$ cat src/rtl/i2c_xlate_table_ctrl.sv
// i2c_xlate_table_ctrl: virtual-to-physical I2C address remap table with a sequential one-entry-per-clock lookup.
// Optional saturating lookup-hit counter is enabled by defining XLATE_HIT_CNT_EN.
module i2c_xlate_table_ctrl #(
    parameter int ENTRIES = 4
) (
    input  logic        clk,
    input  logic        reset,
    input  logic        enable,
    input  logic        cfg_wr,
    input  logic [2:0]  cfg_idx,
    input  logic [6:0]  cfg_virt,
    input  logic [6:0]  cfg_phys,
    input  logic        cfg_valid,
    output logic        cfg_busy,
    output logic [6:0]  cfg_rd_virt,
    output logic [6:0]  cfg_rd_phys,
    output logic        cfg_rd_valid,
    input  logic        lk_req,
    input  logic [6:0]  lk_addr,
    output logic        lk_ack,
    output logic        lk_hit,
    output logic [6:0]  lk_phys,
    output logic [1:0]  state_o,
    input  logic        cnt_clr,
    output logic [15:0] hit_count
);
    typedef enum logic [1:0] {IDLE = 2'd0, SCAN = 2'd1, RESP = 2'd2} state_t;
    state_t      r_state, w_next;
    // Table is sized for the full 3-bit index; slots at or above ENTRIES stay zero.
    logic [6:0]  r_virt  [8];
    logic [6:0]  r_phys  [8];
    logic        r_valid [8];
    logic [6:0]  r_addr, r_lk_phys;
    logic [2:0]  r_idx;
    logic        r_hit, r_ack;
    logic        w_idx_in, w_cfg_ok, w_accept, w_match, w_last;

    assign w_idx_in  = {1'b0, cfg_idx} < 4'(ENTRIES);
    assign w_cfg_ok  = cfg_wr && (r_state == IDLE) && w_idx_in;
    assign w_accept  = (r_state == IDLE) && lk_req;
    assign w_match   = r_valid[r_idx] && (r_virt[r_idx] == r_addr);
    assign w_last    = r_idx == 3'(ENTRIES - 1);

    always_comb begin
        w_next = r_state;
        case (r_state)
            IDLE:    w_next = lk_req ? (enable ? SCAN : RESP) : IDLE;
            SCAN:    w_next = (w_match || w_last) ? RESP : SCAN;
            default: w_next = IDLE;
        endcase
    end

    always_ff @(posedge clk or posedge reset) begin
        if (reset) r_state <= IDLE;
        else       r_state <= w_next;
    end

    always_ff @(posedge clk or posedge reset) begin
        if (reset) begin
            r_addr    <= '0;
            r_idx     <= '0;
            r_hit     <= 1'b0;
            r_lk_phys <= '0;
            r_ack     <= 1'b0;
        end else begin
            r_ack <= (w_next == RESP);
            if (w_accept) begin
                r_addr <= lk_addr;
                r_idx  <= '0;
            end else if (r_state == SCAN && !w_match && !w_last) begin
                r_idx <= r_idx + 3'd1;
            end
            if (w_accept && !enable) begin
                r_hit     <= 1'b0;
                r_lk_phys <= lk_addr;
            end else if (r_state == SCAN && w_match) begin
                r_hit     <= 1'b1;
                r_lk_phys <= r_phys[r_idx];
            end else if (r_state == SCAN && w_last) begin
                r_hit     <= 1'b0;
                r_lk_phys <= r_addr;
            end
        end
    end

    always_ff @(posedge clk or posedge reset) begin
        if (reset) begin
            for (int i = 0; i < 8; i++) begin
                r_virt[i]  <= '0;
                r_phys[i]  <= '0;
                r_valid[i] <= 1'b0;
            end
        end else if (w_cfg_ok) begin
            r_virt[cfg_idx]  <= cfg_virt;
            r_phys[cfg_idx]  <= cfg_phys;
            r_valid[cfg_idx] <= cfg_valid;
        end
    end

    assign cfg_busy     = r_state != IDLE;
    assign cfg_rd_virt  = w_idx_in ? r_virt[cfg_idx] : 7'd0;
    assign cfg_rd_phys  = w_idx_in ? r_phys[cfg_idx] : 7'd0;
    assign cfg_rd_valid = w_idx_in && r_valid[cfg_idx];
    assign lk_ack       = r_ack;
    assign lk_hit       = r_hit;
    assign lk_phys      = r_lk_phys;
    assign state_o      = r_state;

`ifdef XLATE_HIT_CNT_EN
    logic [15:0] r_hit_cnt;
    // Clear has priority over a coincident hit; count saturates instead of wrapping.
    always_ff @(posedge clk or posedge reset) begin
        if (reset)                                                   r_hit_cnt <= '0;
        else if (cnt_clr)                                            r_hit_cnt <= '0;
        else if (r_state == RESP && r_hit && r_hit_cnt != 16'hFFFF) r_hit_cnt <= r_hit_cnt + 16'd1;
    end
    assign hit_count = r_hit_cnt;
`else
    logic w_unused_clr;
    assign w_unused_clr = cnt_clr;
    assign hit_count    = '0;
`endif
endmodule
$ cat config.mk
export PLATFORM = sky130hd
export DESIGN_NAME = i2c_xlate_table_ctrl
export DESIGN_NICKNAME = d
export VERILOG_FILES = /design/src/rtl/i2c_xlate_table_ctrl.sv
export SDC_FILE = /design/constraint.sdc
export NUM_CORES = 1
export LEC_CHECK = 0
export BUFFER_PORTS_ARGS = -buffer_cell sky130_fd_sc_hd__buf_2
export CAP_MARGIN = 20
export CORE_MARGIN = 10
export CORE_UTILIZATION = 35
export DETAILED_ROUTE_END_ITERATION = 8
export HOLD_SLACK_MARGIN = 0.08
export PLACE_DENSITY = 0.54
export SETUP_SLACK_MARGIN = 0.4
export SYNTH_ARGS = -nofsm -noshare
export SYNTH_HDL_FRONTEND = slang
export SYNTH_SLANG_ARGS = --single-unit
$ cat constraint.sdc
create_clock -name clk -period 4.3 [get_ports clk]
set_clock_uncertainty 0.05 [all_clocks]
set_input_delay 0.215 -clock clk [delete_from_list [all_inputs] [get_ports clk]]
set_output_delay 0.215 -clock clk [all_outputs]
set_load 0.05 [all_outputs]
== Yosys cells after proc, flatten, opt, wreduce, memory -nomap -nowiden ==
Cells that the tools add are included.
Storage, ports and cells
  register bits: 141
  input port bits: 31
  output and inout port bits: 43
  logic and storage cells: 99
Operators by class
  $add $sub $neg: 1
  order comparisons: 4
  equality and inequality tests: 4
  mux-type cells: 39
  bitwise gates (word level): 2
  reduce and logical (&&, ||, !) cells: 19
Operators by type and width (count)
  bitwise mux 56 bit: 2
  2-to-1 mux 7 bit: 14
  binary-select mux 7 bit (select 3 bit): 4
  demux 7 bit (select 3 bit): 1
  logical AND 1 bit: 11
  bitwise mux 8 bit: 1
  greater-or-equal comparator 4 bit (second input constant): 2
  2-to-1 mux 1 bit: 8
  NOT 3 -> 4 bit: 2
  == test 7 bit: 1
  binary-select mux 1 bit (select 3 bit): 2
  2-to-1 mux 2 bit: 3
  2-to-1 mux 3 bit: 2
  less-than comparator 4 x 1 -> 1 bit (second input constant): 1
  one-hot mux 2 bit (2 select lines): 1
  nonzero test 2 bit: 2
  adder 3 x 1 -> 3 bit (second input constant): 1
  demux 1 bit (select 3 bit): 1
  == test 3 x 2 -> 1 bit (second input constant): 1
  logical NOT 1 bit: 3
  less-than comparator 3 bit (second input constant): 1
  nonzero test 3 bit: 1
  == test 2 x 1 -> 1 bit (second input constant): 1
  == test 2 bit (second input constant): 1
  other kinds (2): 2

== Depth between registers and ports, before layout ==
  depth in word-level cells: 11
  mapped depth: 9
  mapped depth without buffers: 7

== Worst setup path after synthesis ==
Ideal clock, no wire load.
  path type: register to register
  start point: reg r_idx[0]
  end point: reg r_lk_phys[0], in the netlist lk_phys[0]
  setup time: 79 ps
  arrival time: 2458 ps
  required time: 4171 ps
  setup slack: 1713 ps
  stages on the path, launching flop included: 9
  buffers on the path: 3
  clock period less this slack: 2587 ps
  cells stage by stage: dfrtp_1 buf_2 buf_2 buf_2 mux2i_1 xor2_1 nand4_2 nor4_4 mux2i_1
On the way
  cells in the longest elaborated chain, start to end: 9
  elaborated cells between the ends (all ways): 18
  those cells by class: 2 x eq/ne; 11 x mux; 1 x bitwise; 4 x reduce/logical
RTL lines
  from (decl): RTL line 34  | logic [2:0] r_idx;
  from (signal assigned): RTL line 71  | r_idx <= r_idx + 3'd1;
  NOT 3 -> 4 bit (not written as such): RTL line 41, 78
  binary-select mux 7 bit (select 3 bit): RTL line 41  | assign w_match = r_valid[r_idx] && (r_virt[r_idx] == r_addr);
  2-to-1 mux 7 bit (not written as such) (2 in a row): RTL line 41
  == test 7 bit: RTL line 41
  logical AND 1 bit: RTL line 41
  logical AND 1 bit: RTL line 76  | end else if (r_state == SCAN && w_match) begin
  2-to-1 mux 7 bit: RTL line 76
  2-to-1 mux 7 bit: RTL line 73  | if (w_accept && !enable) begin
  to (signal assigned): RTL line 75  | r_lk_phys <= lk_addr;
  to (signal assigned): RTL line 78  | r_lk_phys <= r_phys[r_idx];
  to (signal assigned): RTL line 81  | r_lk_phys <= r_addr;
  to (decl): RTL line 33  | logic [6:0] r_addr, r_lk_phys;
Parallel ways exist; a longest one is shown, timed or not. The select of a mux whose other input is x is not followed.
A chain may end at the register's enable or synchronous reset.

== Worst setup path after layout ==
  start point: reg r_idx[2]
  end point: reg r_lk_phys[0], in the netlist lk_phys[0]
Same word-level chain as after synthesis.

==> results.yml <==
place:
  dp_hpwl_um: 9650
  place_congestion: 0.716
  io_buffers: 56
global_routing:
  met2_usage: 0.183
  use_met1: 0.177
  grt_util_met3: 0.0303
  grt_pass1_vias: 4064
  antenna_found_initial: 0
  grt.busiest_layer: "met2"
  grt_first_pass_wirelength_um: 23500
  grt_use_total: 0.125
  grt.overflow.total: 0
  grt_max_degree: 142
layout:
  antenna_cells: 0
  syn_to_final_growth_pct: 17.4
  fin_nets: 535
  layout-drive-gt1-share: 0.408
timing:
  worst_pin_slew_ps: 1000
  fmax_mhz: 302
  post-route-min-period_ps: 3310
  slew_headroom: 0.331
  finalSetupViolCount: 0
  rsz0062_at_grt: "no"
  finalMaxSlewViolations: 0
  hold_viol_final: 0
  period_share: 0.770
  fin_setup_tns_ps: 0
clocking:
  ctsHtreeMaxLevel: 4
  cts_max_path_buffers: 2
  cts_tree: "built"
  path_clk_slew_ps: 60
  cts_sinks: 141
  cts_resized: 0
  cts_buffers: 17
  cts_root_buffer: "clkbuf_16"
  cts_setup_buffers: 0
  clock_latency_ps: 420
worst_hold_path:
  hold_end: "r_phys[5]"
  hp-class: "reg2reg"
  hold_start: "r_phys[5]"
  holdPathStages: 0
pwr:
  ir_worst_vdd_mv: 0.309
  pwr_density_cell_nw_per_um2: 725
  p_total_w: 0.00560
  p_leak_nw: 3.48
critical_path:
  r2r-end: "lk_phys[0]"
  reg2reg_from: "r_idx[2]"
  crit_arrival_ps: 3600
  crit_path_end_kind: "flop"
  worstSetupPathType: "reg2reg"
  reg2regPathDepth: 6
  rrSetupSlack_ps: 990
  critPathLaunchType: "flop"
  crit_fanout: 22
  cp.required_ps: 4590
synthesis:
  syn_area_um2: 6580
  async_reset_ff_frac: 1.00
  synth_edf_count: 0
  yosys.area.top_type: "dfrtp_1"
  syn_area_per_cell_um2: 13.8
  ys_ff_latch: 141
  ys_seq_area_frac: 0.536
  synth_warnings: 0
  postSynthCellCount: 477
  ys.flop_type: "dfrtp_1"
  yosys-top-cells-count: "141 x dfrtp_1, 72 x clkbuf_1, 68 x mux2_2"
  synth_most_common_cell: "dfrtp_1"
  synthDominantCellAreaShare: 0.536
  synthTopCellsByArea: "dfrtp_1 54%, mux4_2 14%, mux2_2 12%"
  synth_cell_type_count: 38
route:
  dr.first_iter.drc_count: 214
  first_pass_iters: 4
  dr_total_vias: 3681
  drtAntennaViolNets: 0
  viasPerCell: 4.91
  totalWireLength_um: 14300
  drt-wirelength-per-cell_um: 19.1
  drc: 0
die:
  die-area_um2: 24700
  dieWidth_um: 157
  start_util: 0.354
  die_h_um: 157
  core_um2: 18600
  rows: 50
  io_pins: 74
run_status:
  status: "complete, no violations"
flow_run:
  drv_cap: 0
-- final cells by class --
cell class | count | area, um2
Clock buffer | 18 | 429
Multi-Input combinational cell | 248 | 2650
Fill cell | 1730 | 10900
Sequential cell | 141 | 3530
Timing Repair Buffer | 89 | 606
Tap cell | 234 | 293
Clock inverter | 14 | 195
Inverter | 5 | 22.5
-- where the power goes --
part | switching, W | leakage [nW] | internal, W
Clock | 0.000569 | 0.292 | 0.000970
Sequential | 0.000365 | 1.84 | 0.00170
Combinational | 0.00104 | 1.35 | 0.000960
-- state kept, by name, summed over array words and instances (netlist names) --
| register | count |
|---|---|
| lk_ack | 1 |
| lk_hit | 1 |
| lk_phys | 7 |
| r_addr | 7 |
| r_idx | 3 |
| r_phys | 56 |
| r_valid | 8 |
| r_virt | 56 |
| state_o | 2 |
-- cells by family after synthesis --
group           Yosys count  synth area share
simple gates             59            0.0512
flops                   141             0.536
fa+ha+maj                 2           0.00380
buf+inv                 103            0.0715
mux                     133             0.291
xor+xnor                  5           0.00665
compound gates           33            0.0388
other cells               1          0.000570
-- worst max path at each step --
stage	start	end	slack [ps]	cells after the start
2_1_floorplan	r_idx[0]	lk_phys[0]	1710	8
3_3_place_gp	r_idx[2]	lk_phys[2]	1010	6
3_5_place_dp	r_idx[2]	lk_phys[1]	930	6
4_1_cts	r_idx[2]	lk_phys[1]	920	6
5_1_grt	r_idx[2]	lk_phys[1]	720	6
6_report	r_idx[2]	lk_phys[0]	990	6
-- what timing repair did --
action / in CTS / in global routing
hold endpoints to repair: 210 / 0
hold buffers: 26 / 0
setup endpoints to repair: 0 / 0
-- worst max-delay path, stage by stage, from the launching register on --
cell and delay, ps:
dfrtp_1 960, inv_2 290, mux4_2 520, xor2_1 170
nand4_2 200, nor4_4 760, mux2i_1 260
-- through the flow --
| stage | std cells | cell area [um2] | util | hold WS [ps] | setup WS (ps) |
|---|---|---|---|---|---|
| 2_1_floorplan | 492 | 6640 | - | 298 | 1710 |
| 3_3_place_gp | 691 | 6840 | 0.368 | 310 | 1010 |
| 3_5_place_dp | 691 | 6840 | 0.368 | 312 | 925 |
| 4_1_cts | 749 | 7720 | 0.416 | 325 | 920 |
| 5_1_grt | 749 | 7720 | 0.416 | 333 | 719 |
| 6_report | 749 | 7720 | 0.416 | 322 | 990 |
-- metal layers --
metal	routed length, um	vias up
met3	647	10
met5	0	-
met1	7030	1883
met2	6510	85
met4	150	0
li1	-	1703
-- layout by cell type, fill, tap and decap left out, types with 5 or more instances in the layout --
master,count
a221oi_1,7
dfrtp_1,140
conb_1,16
nand2_1,13
a21oi_1,8
a22o_1,7
clkbuf_16,17
mux2i_1,25
buf_4,6
nor2_1,7
mux4_2,40
clkinvlp_4,5
nor2b_1,19
and2_1,7
mux2_2,68
dlygate4sd3_1,26
buf_2,56
No activity file was read; power rests on OpenSTA's default activity.
